`src/rtl/uart_freq_tx.sv`:
```
// UART transmitter for 16-bit DDS frequency words: low byte frame, optional idle gap, high byte frame.
// Each 11-bit frame is start(0), byte-number bit, d0..d7 LSB first, stop(1).
module uart_freq_tx #(
    parameter int unsigned CLKS_PER_BIT = 521,
    parameter int unsigned GAP_BITS     = 1
) (
    input  logic        clk,
    input  logic        rst_n,
    input  logic        word_valid,
    output logic        word_ready,
    input  logic [15:0] word_data,
    output logic        tx,
    output logic        busy,
    output logic        done
);

    localparam int unsigned CNT_W = $clog2(CLKS_PER_BIT);
    localparam int unsigned GAP_W = 4;
    localparam int unsigned IDX_W = 3;
    localparam logic [CNT_W-1:0] CNT_LAST = CNT_W'(CLKS_PER_BIT - 1);
    // Only reachable when GAP_BITS > 0, so the wrap for GAP_BITS == 0 is harmless.
    localparam logic [GAP_W-1:0] GAP_LAST = GAP_W'(GAP_BITS - 1);

    typedef enum logic [2:0] {
        S_IDLE    = 3'd0,
        S_START   = 3'd1,
        S_BYTENUM = 3'd2,
        S_DATA    = 3'd3,
        S_STOP    = 3'd4,
        S_GAP     = 3'd5
    } state_e;

    state_e             state_q, state_d;
    logic [CNT_W-1:0]   cnt_q, cnt_d;
    logic [IDX_W-1:0]   bit_idx_q, bit_idx_d;
    logic [GAP_W-1:0]   gap_q, gap_d;
    logic               byte_sel_q, byte_sel_d;
    logic [15:0]        shadow_q, shadow_d;
    logic               tx_q, tx_d;
    logic               ready_q, ready_d;
    logic               busy_q, busy_d;
    logic               done_q, done_d;
    logic               bit_end;

    assign bit_end = (cnt_q == CNT_LAST);

    // State and datapath registers
    always_ff @(posedge clk or negedge rst_n) begin
        if (!rst_n) begin
            state_q    <= S_IDLE;
            cnt_q      <= '0;
            bit_idx_q  <= '0;
            gap_q      <= '0;
            byte_sel_q <= 1'b0;
            shadow_q   <= '0;
            tx_q       <= 1'b1;
            ready_q    <= 1'b1;
            busy_q     <= 1'b0;
            done_q     <= 1'b0;
        end else begin
            state_q    <= state_d;
            cnt_q      <= cnt_d;
            bit_idx_q  <= bit_idx_d;
            gap_q      <= gap_d;
            byte_sel_q <= byte_sel_d;
            shadow_q   <= shadow_d;
            tx_q       <= tx_d;
            ready_q    <= ready_d;
            busy_q     <= busy_d;
            done_q     <= done_d;
        end
    end

    // Next-state and counter logic
    always_comb begin
        state_d    = state_q;
        cnt_d      = cnt_q;
        bit_idx_d  = bit_idx_q;
        gap_d      = gap_q;
        byte_sel_d = byte_sel_q;
        shadow_d   = shadow_q;

        if (state_q != S_IDLE) begin
            cnt_d = bit_end ? '0 : cnt_q + CNT_W'(1);
        end

        case (state_q)
            S_IDLE: begin
                if (word_valid && ready_q) begin
                    shadow_d   = word_data;
                    byte_sel_d = 1'b0;
                    cnt_d      = '0;
                    state_d    = S_START;
                end
            end
            S_START: begin
                if (bit_end) state_d = S_BYTENUM;
            end
            S_BYTENUM: begin
                if (bit_end) begin
                    bit_idx_d = '0;
                    state_d   = S_DATA;
                end
            end
            S_DATA: begin
                if (bit_end) begin
                    if (bit_idx_q == IDX_W'(7)) state_d = S_STOP;
                    else                        bit_idx_d = bit_idx_q + IDX_W'(1);
                end
            end
            S_STOP: begin
                if (bit_end) begin
                    if (!byte_sel_q) begin
                        byte_sel_d = 1'b1;
                        gap_d      = '0;
                        state_d    = (GAP_BITS > 0) ? S_GAP : S_START;
                    end else begin
                        state_d = S_IDLE;
                    end
                end
            end
            S_GAP: begin
                if (bit_end) begin
                    if (gap_q == GAP_LAST) state_d = S_START;
                    else                   gap_d   = gap_q + GAP_W'(1);
                end
            end
            default: begin
                state_d = S_IDLE;
                cnt_d   = '0;
            end
        endcase
    end

    // Registered outputs derived from the upcoming state so tx leads with no extra cycle
    always_comb begin
        tx_d    = 1'b1;
        ready_d = (state_d == S_IDLE);
        busy_d  = (state_d != S_IDLE);
        done_d  = (state_q == S_STOP) && (state_d == S_IDLE);
        case (state_d)
            S_START:   tx_d = 1'b0;
            S_BYTENUM: tx_d = byte_sel_d;
            S_DATA:    tx_d = shadow_d[{byte_sel_d, bit_idx_d}];
            default:   tx_d = 1'b1;
        endcase
    end

    assign tx         = tx_q;
    assign word_ready = ready_q;
    assign busy       = busy_q;
    assign done       = done_q;

endmodule

```
`config.mk`:
```
export PLATFORM = sky130hd
export DESIGN_NAME = uart_freq_tx
export DESIGN_NICKNAME = d
export VERILOG_FILES = /design/src/rtl/uart_freq_tx.sv
export SDC_FILE = /design/constraint.sdc
export NUM_CORES = 1
export LEC_CHECK = 0
export CELL_PAD_IN_SITES_DETAIL_PLACEMENT = 0
export CELL_PAD_IN_SITES_GLOBAL_PLACEMENT = 1
export CORE_UTILIZATION = 40
export DETAILED_ROUTE_END_ITERATION = 12
export PLACE_DENSITY = 0.72
export SYNTH_ARGS = -nofsm -noshare
export SYNTH_HDL_FRONTEND = slang
export SYNTH_SLANG_ARGS = --single-unit
```
`constraint.sdc`:
```
create_clock -name clk -period 3.7 [get_ports clk]
set_clock_uncertainty 0.1 [all_clocks]
set_input_delay 0.925 -clock clk [delete_from_list [all_inputs] [get_ports clk]]
set_output_delay 0.925 -clock clk [all_outputs]
set_load 0.1 [all_outputs]
```
-- After elaboration in Yosys (flattened, before gate mapping)
Cells that the tools add are included.
Widths: inputs -> output; s select.
- register bits after elaboration: 41
- latch bits: 0
- memory bits (writable): 0
- bits in read-only memories: 0
- output and inout port bits: 4
- logic and storage cells: 69
- memories: 0
- add/sub/neg operators: 3
- multipliers: 0
- div/mod/pow operators: 0
- order comparisons: 1
- eq/ne operators: 14
- shifts and indexed selects: 0
- multiplexer cells: 31
- bitwise gates (word level): 0
- reduce and logical (&&, ||, !) cells: 10
- operator list (kind ; number):
    $mux 3 ; 12
    $mux 16 ; 2
    $mux 10 ; 3
    $pmux 10 s2 ; 1
    $pmux 3 s6 ; 1
    $mux 4 ; 4
    $eq 3x2->1 const B ; 4
    $add 10x1->10 const B ; 1
    $eq 10x10->1 const B ; 1
    $eq 3x3->1 const B ; 3
    $ne 2x2->1 const B ; 4
    $pmux 4 s2 ; 1
    $eq 3x1->1 const B ; 2
    $logic_not 3->1 ; 2
    $pmux 3 s2 ; 1
    $reduce_bool 3->1 ; 2
    $lt 4x5->1 const B ; 1
    $reduce_and 5->1 ; 1
    $reduce_or 5->1 ; 1
    $add 4x1->4 const B ; 1
    $bmux 1 s4 ; 1
    $logic_not 4->1 ; 1
    $add 3x1->3 const B ; 1
    $mux 1 ; 3
    other kinds (4) ; 5

-- Depth between registers and ports, before layout
Gate-level depths: netlist of run 1.
- depth after elaboration: 7
- depth in mapped cells: 11

-- Worst setup path before layout of run 1
No wires, ideal clock.
- kind: reg2reg
- start: register cnt_q[6]
- end: register tx_q (netlist: tx)
- data arrival time: 2.551 ns
- data required time: 3.522 ns
- path slack: 0.971 ns
- stages on the path, launching flop included: 9
- period minus slack after synthesis: 2.729 ns
- cells stage by stage: dfrtp_1 -> or4b_1 -> nor4_4 -> mux2i_2 -> nand2_4 -> mux4_2 -> a2bb2oi_2 -> nand4_1 -> and3_1
- word-level cells in the longest chain between the ends: 6
- elaborated cells between the ends (all ways): 18
- ends and longest elaborated chain (element ; line ; source):
    start: declaration ; 34 ; logic [CNT_W-1:0] cnt_q, cnt_d;
    start signal: assignment ; 62 ; cnt_q <= cnt_d;
    $eq 10x10->1 (*) ; 45 ; assign bit_end = (cnt_q == CNT_LAST);
    $mux 3, on equally long branches ; 106, 100 ;
    $pmux 3 s2 (*) ; 87 ; case (state_q)
    via bit_idx_d[0] ; 35 ; logic [IDX_W-1:0] bit_idx_q, bit_idx_d;
    $bmux 1 s4 (*) ; 144 ; S_DATA: tx_d = shadow_d[{byte_sel_d, bit_idx_d}];
    $mux 1 (not written as such) (*) ; 144 ;
    $pmux 1 s3 (*) ; 141 ; case (state_d)
    via tx_d ; 39 ; logic tx_q, tx_d;
    end signal: assignment ; 67 ; tx_q <= tx_d;
    end: declaration ; 39 ;
The timed path passes the listed nets; every way through them passes the cells marked *. The select of a mux whose other input is x is not followed.
A chain may end at the register's enable or synchronous reset.

-- Worst setup path after layout of run 1
Ends and elaborated chain as after synthesis.

==> reports/metrics.cfg, run 1 <==
[status]
status=finished, final reports clean

[synthesis]
synth-edff-count=0
ys_seq_elements=41
syn_inst=237
syn_area_per_cell_sq_um=10.2
synth_cell_types=56
synth_area_sq_mm=0.00242
synthArstFlopShare_pct=100
yosysWarnings=0
synth_area_leaders=dfrtp_1 (40%), mux2_2 (8.4%), nor2_1 (4.5%), nand3_1 (2.9%), o21ai_0 (2.9%)
synth_ff_type=dfrtp_1
syn_nets=261
yosysSeqAreaShare_pct=42.6
yosysTopAreaCellShare_pct=40.4
synth_top_area_cell=dfrtp_1

[setup_path]
end_kind=flip-flop
critPathKind=flip-flop to flip-flop
worstPathArrival_ps=3120
cpPeakStageDelay_ps=600
cp_top_family=simple AND/OR/NAND/NOR gates
critPathRequiredTime_ps=3830
reg2reg_from=cnt_q[6]$_DFF_PN0_
crit_chain=or4b_1 > nor4_4 > mux2i_2 > nand2_4 > mux4_2 > a2bb2oi_2 > nand4_1 > and3_1
path_buf_inv=0
slowest_stage=or4b_1
cp-start-kind=flip-flop
cp_max_fo=9
crit_start=cnt_q[6]$_DFF_PN0_

[min_path]
min-delay-path-class=flip-flop to flip-flop
worstHoldStart=gap_q[3]$_DFFE_PN0P_

[drt]
drt-met1-wl_mm=2.53
antenna_left=0
drtIter0Drc=77
viasPerCell=5.29
top_layer_used=met4
wl_mm=4.92
drc=0
met3WireLength_microns=152
wl_per_cell_microns=14.8
num_vias=1762
drt-pass1-iter-count=4
wl_met2_mm=2.18

[clock_network]
post_cts_resized=0
numCtsBuffers=5
clk_pin_slew_ps=80
insertion_delay_ps=290
clock_path_buffers=2
cts_hold_buf=0
cts_tree=built
root_buffer=clkbuf_8
htree_num_levels=2
cts_sinks=41
post_cts_buffers=0

[timing]
tns_ps=0
holdWs_ps=383
min_period_ps=2990
max_freq_ghz=0.335
tightest_slew_ps=962
finalCritPeriodShare_pct=80.7
maxSlewViolCount=0
hold_viol=0
finalSetupViolCount=0
relSlewSlack_pct=35.7
rsz0062_at_grt=false

[power]
power_mw=0.764
vdd_ir_drop_max_v=0.000148
leakagePower_nw=1.19
cellPowerDensity_mw_per_mm2=280

[final_layout]
syn_to_final_growth_pct=13.2
fin_util_pct=48.2
fillers=555
nNetsFinal=284
final_area_sq_mm=0.00273
diodes=0
drive_gt1_share_pct=21.1

[placed_design]
dp_hpwl_mm=3.54
routabilityCongestion=0.775
port_buffers=22
place_area_sq_mm=0.00265

[global_route]
grt_usage_pct=17.3
antenna_found_initial=0
grt_max_degree=42
grt_pass1_wl_mm=8.39
grt.overflow.total=0
grt_pass1_vias=1759

[die]
die_w_microns=79.7
num_rows=27
die_y_microns=79.7
coreArea_sq_mm=0.00568
ios=23
design.die.area_sq_mm=0.00636
start_util_pct=42.6

[job]
drv_cap=0

[state kept, by name, summed over array words and instances (netlist names)]
signal / count
cnt_q: 10
byte_sel_q: 1
state_q: 3
gap_q: 4
shadow_q: 16
tx: 1
word_ready: 1
done: 1
busy: 1
bit_idx_q: 3
[path summary, 6_finish.rpt]
check | endpoint | slack, ps | depth (start not counted)
max | tx$_DFF_PN1_ | 710 | 8
min | gap_q[3]$_DFFE_PN0P_ | 380 | 1
max reg2reg | tx$_DFF_PN1_ | 710 | 8
min reg2reg | gap_q[3]$_DFFE_PN0P_ | 380 | 1
max in group asynchronous | shadow_q[13]$_DFF_PN0_ | 2260 | 1
min in group asynchronous | gap_q[2]$_DFFE_PN0P_ | 670 | 1
[cell usage in the layout (no fill, tap or decap), drive strengths merged, types with 3 or more instances in the layout]
master         count
a21oi             11
and3               4
buf                5
clkbuf             6
clkdlybuf4s50     19
dfrtp             39
ha                 5
inv               10
mux2              18
mux2i              4
nand2             19
nand2b             3
nand3             14
nand4              6
nor2              31
nor3               5
o211ai             3
o21ai             14
o31ai              3
xor2               6
[kinds of logic (layout without fill, tap and decap cells)]
group	count (synthesis)	count (layout)	synth area share [%]
buffers and inverters	18	42	4.87
flip-flops	41	41	42.6
AND/OR/NAND/NOR	100	100	22.8
XOR/XNOR	8	8	2.90
AO/OA/AOI/OAI	41	41	12.2
adder cells (fa/ha/maj)	5	5	2.59
multiplexers	24	24	12.1
[layer usage]
metal | GRT usage [%] | vias to the layer above
li1 | - | 893
met1 | 23.7 | 829
met2 | 26.9 | 34
met3 | 3.89 | 6
met4 | 5.82 | 0
met5 | 0 | -
[per-stage QoR]
stage | cells | worst slack, ps
2_1_floorplan | 237 | 971
3_3_place_gp | 325 | 585
3_5_place_dp | 325 | 555
4_1_cts | 333 | 690
5_1_grt | 333 | 506
6_report | 333 | 713
[synth_stat cells (2+ instances only)]
cell type / count
mux2i_1: 3
mux4_2: 2
o211ai_1: 3
or3_1: 2
nand4_1: 6
nor3_1: 4
o21ai_0: 14
ha_1: 5
dfrtp_1: 39
xnor2_1: 2
nand3_1: 14
and3_1: 4
xor2_1: 6
clkbuf_8: 4
buf_2: 2
mux2_2: 18
inv_1: 9
or2b_2: 2
o31ai_2: 2
nor2_1: 29
or4_4: 2
dfstp_2: 2
nand2_1: 18
a21oi_1: 11
nand3b_1: 2
nand2b_1: 2
[final cells by class]
cell class | count | area, sq um | area share (%)
multi-input combinational | 178 | 1270 | 46.5
sequential | 41 | 1030 | 37.6
timing repair buffer | 24 | 225 | 8.24
tap | 72 | 90.1 | 3.30
clock buffer | 6 | 72.6 | 2.65
inverter | 10 | 37.5 | 1.37
clock inverter | 2 | 10.0 | 0.366
[worst register-to-register path, stage by stage, from the launching register on]
cell	delay, ps
dfrtp_1	420
or4b_1	600
nor4_4	320
mux2i_2	460
nand2_4	180
mux4_2	470
a2bb2oi_2	120
nand4_1	90
and3_1	170
[power breakdown]
| group | switching (mW) | total, mW | internal (mW) | leakage (nW) |
|---|---|---|---|---|
| clock network | 0.156 | 0.287 | 0.131 | 0.0450 |
| logic | 0.0128 | 0.0298 | 0.0170 | 0.598 |
| registers | 0 | 0.448 | 0.448 | 0.546 |
Note: power is estimated with default switching activity, not from simulation.
==> run 2, diff against run 1 <==
--- a/config.mk
+++ b/config.mk
@@ -9,7 +9,7 @@
 export CELL_PAD_IN_SITES_GLOBAL_PLACEMENT = 1
 export CORE_UTILIZATION = 40
 export DETAILED_ROUTE_END_ITERATION = 12
-export PLACE_DENSITY = 0.72
+export PLACE_DENSITY = 0.75
 export SYNTH_ARGS = -nofsm -noshare
 export SYNTH_HDL_FRONTEND = slang
 export SYNTH_SLANG_ARGS = --single-unit
==> constraint.sdc (replaced) <==
create_clock -name clk -period 2.7 [get_ports clk]
set_clock_uncertainty 0.1 [all_clocks]
set_input_delay 0.675 -clock clk [delete_from_list [all_inputs] [get_ports clk]]
set_output_delay 0.675 -clock clk [all_outputs]
set_load 0.1 [all_outputs]
==> reports/metrics.cfg, run 2 (same netlist as run 1, synthesis figures left out) <==
[setup_path]
end_kind=flip-flop
slowest_stage=or4_4
cp-start-kind=flip-flop
cpPeakStageDelay_ps=550  ; -50 ps
path_buf_inv=1  ; +1
cp_top_family=simple AND/OR/NAND/NOR gates
reg2reg_depth=9  ; +1
reg2reg_from=cnt_q[6]$_DFF_PN0_
critPathRequiredTime_ps=2840  ; -990 ps
crit_chain=buf_4 > or4_4 > or4_4 > o31ai_2 > a32o_2 > a32oi_1 > o2111a_1 > nand4_1 > and3_1
cp_common_cell=or4_4
critPathKind=flip-flop to flip-flop
worstPathArrival_ps=2780  ; -340 ps
r2r-end=tx$_DFF_PN1_
rrSetupSlack_ps=60  ; -660 ps
cp_max_fo=5  ; -4
cp.depth=9  ; +1

[drt]
viasPerCell=5.31  ; +0.31%
drc=0  ; unchanged
drt-pass1-iter-count=4  ; unchanged
antenna_left=0  ; unchanged
wl_per_cell_microns=14.5  ; -1.6%
drtIter0Drc=57  ; -26%
num_vias=1879  ; +6.6%
wl_mm=5.15  ; +4.6%

[clock_network]
cts_sinks=41  ; unchanged
clock_path_buffers=2  ; unchanged
cts_tree=built
numCtsBuffers=5  ; unchanged
insertion_delay_ps=290  ; about the same
htree_num_levels=2  ; unchanged
clk_pin_slew_ps=80  ; about the same
root_buffer=clkbuf_8

[final_layout]
diodes=0  ; unchanged
reg.largest.list=shadow_q (16), cnt_q (10), gap_q (4)
seq_area_sq_mm=0.00103  ; unchanged
drive_gt1_share_pct=29.1  ; +8.0 points
final_common_cell=dfrtp_1
registers.top_by_ff_count=shadow_q
syn_to_final_growth_pct=20.7
multiInputGateArea_sq_mm=0.00129  ; +1.4%
nNetsFinal=305  ; +7.4%
largest_register_ff_count=16  ; unchanged
final_cell_mix=dfrtp_1 (39), nor2_1 (29), buf_4 (27), nand2_1 (18), mux2_2 (18)
fillers=540  ; -2.7%

[die]
coreArea_sq_mm=0.00568  ; unchanged
design.die.area_sq_mm=0.00636  ; unchanged
die_w_microns=79.7  ; unchanged
num_rows=27  ; unchanged
die_y_microns=79.7  ; unchanged
ios=23  ; unchanged
start_util_pct=42.6  ; unchanged

[timing]
worst_slack_ps=55.3  ; -657 ps
relSlewSlack_pct=67.9  ; +32 points
hold_viol=0  ; unchanged
min_period_ps=2640  ; -343 ps
finalSetupViolCount=0  ; unchanged
max_freq_ghz=0.378  ; +13%
rsz0062_at_grt=true
finalCritPeriodShare_pct=98.0  ; +17 points
maxSlewViolCount=0  ; unchanged
tightest_slew_ps=477  ; -485 ps

[job]
drv_cap=0  ; unchanged

[global_route]
antenna_found_initial=0  ; unchanged
grt_usage_pct=18.3  ; +0.94 points
grt_max_degree=24  ; -43%
grt_pass1_wl_mm=8.83  ; +5.2%
grt_pass1_vias=1816  ; +3.2%
grt.overflow.total=0  ; unchanged

[placed_design]
dpl_worst_slack_ps=-17.9  ; -573 ps
dp_hpwl_mm=3.87  ; +9.2%
routabilityCongestion=0.776  ; about the same
port_buffers=22  ; unchanged

[power]
cellPowerDensity_mw_per_mm2=369  ; +32%
vdd_ir_drop_max_v=0.000265  ; +79%
leakagePower_nw=1.30  ; +9.7%
power_mw=1.08  ; +41%

[min_path]
min-delay-path-class=input pin to async pin

[status]
status=finished, final reports clean

[run 2: changes by cell type in the layout (fill, tap and decap cells not counted), sizes merged]
cell / delta
buf: +23
clkdlybuf4s50: -2
clkinv: -2
clkinvlp: +1
clkbuf: +1
[run 2: how the worst max path moves through the flow]
stage	from	endpoint	slack [ps]
after global routing	cnt_q[0]$_DFF_PN0_	tx$_DFF_PN1_	-40
after detailed placement	word_valid	tx$_DFF_PN1_	-20
after global placement	word_valid	tx$_DFF_PN1_	-20
after floorplan	cnt_q[6]$_DFF_PN0_	tx$_DFF_PN1_	50
final	cnt_q[6]$_DFF_PN0_	tx$_DFF_PN1_	60
after CTS	cnt_q[7]$_DFF_PN0_	tx$_DFF_PN1_	30
[run 2: area by class of cell]
cell class | count | share of cell area, %
flip-flops and latches | 41 | 35.3
well taps | 72 | 3.09
clock buffers | 7 | 2.96
clock inverters | 1 | 0.258
multi-input cells | 178 | 44.2
repair buffers | 45 | 13.0
inverters | 10 | 1.29
[run 2: repair_timing]
item	CTS	global route
gates resized for setup	0	4
buffers inserted	0	1
hold buffers	0	0
endpoints found under the hold margin	0	0
endpoints found under the setup margin	0	2
[run 2: per-stage QoR]
step	hold WS, ps	instances	util, %	area, sq um	setup TNS (ps)
2_1_floorplan	279	237	-	2420	0
3_3_place_gp	373	345	49.3	2800	-20.7
3_5_place_dp	382	345	49.3	2800	-17.9
4_1_cts	224	353	50.9	2890	0
5_1_grt	229	354	51.4	2920	-41.4
6_report	219	354	51.4	2920	0
[run 2: power by group]
part	internal, mW	total (mW)	switching [mW]
registers	0.614	0.614	0
logic	0.0242	0.0430	0.0187
clock network	0.208	0.420	0.212
[run 2: metal layers]
layer | up-vias | wire, microns | GRT usage, %
met1 | 909 | 2390 | 23.7
met2 | 36 | 2530 | 30.1
li1 | 929 | - | -
met3 | 5 | 181 | 3.77
met5 | - | 0 | 0
met4 | 0 | 47 | 6.18
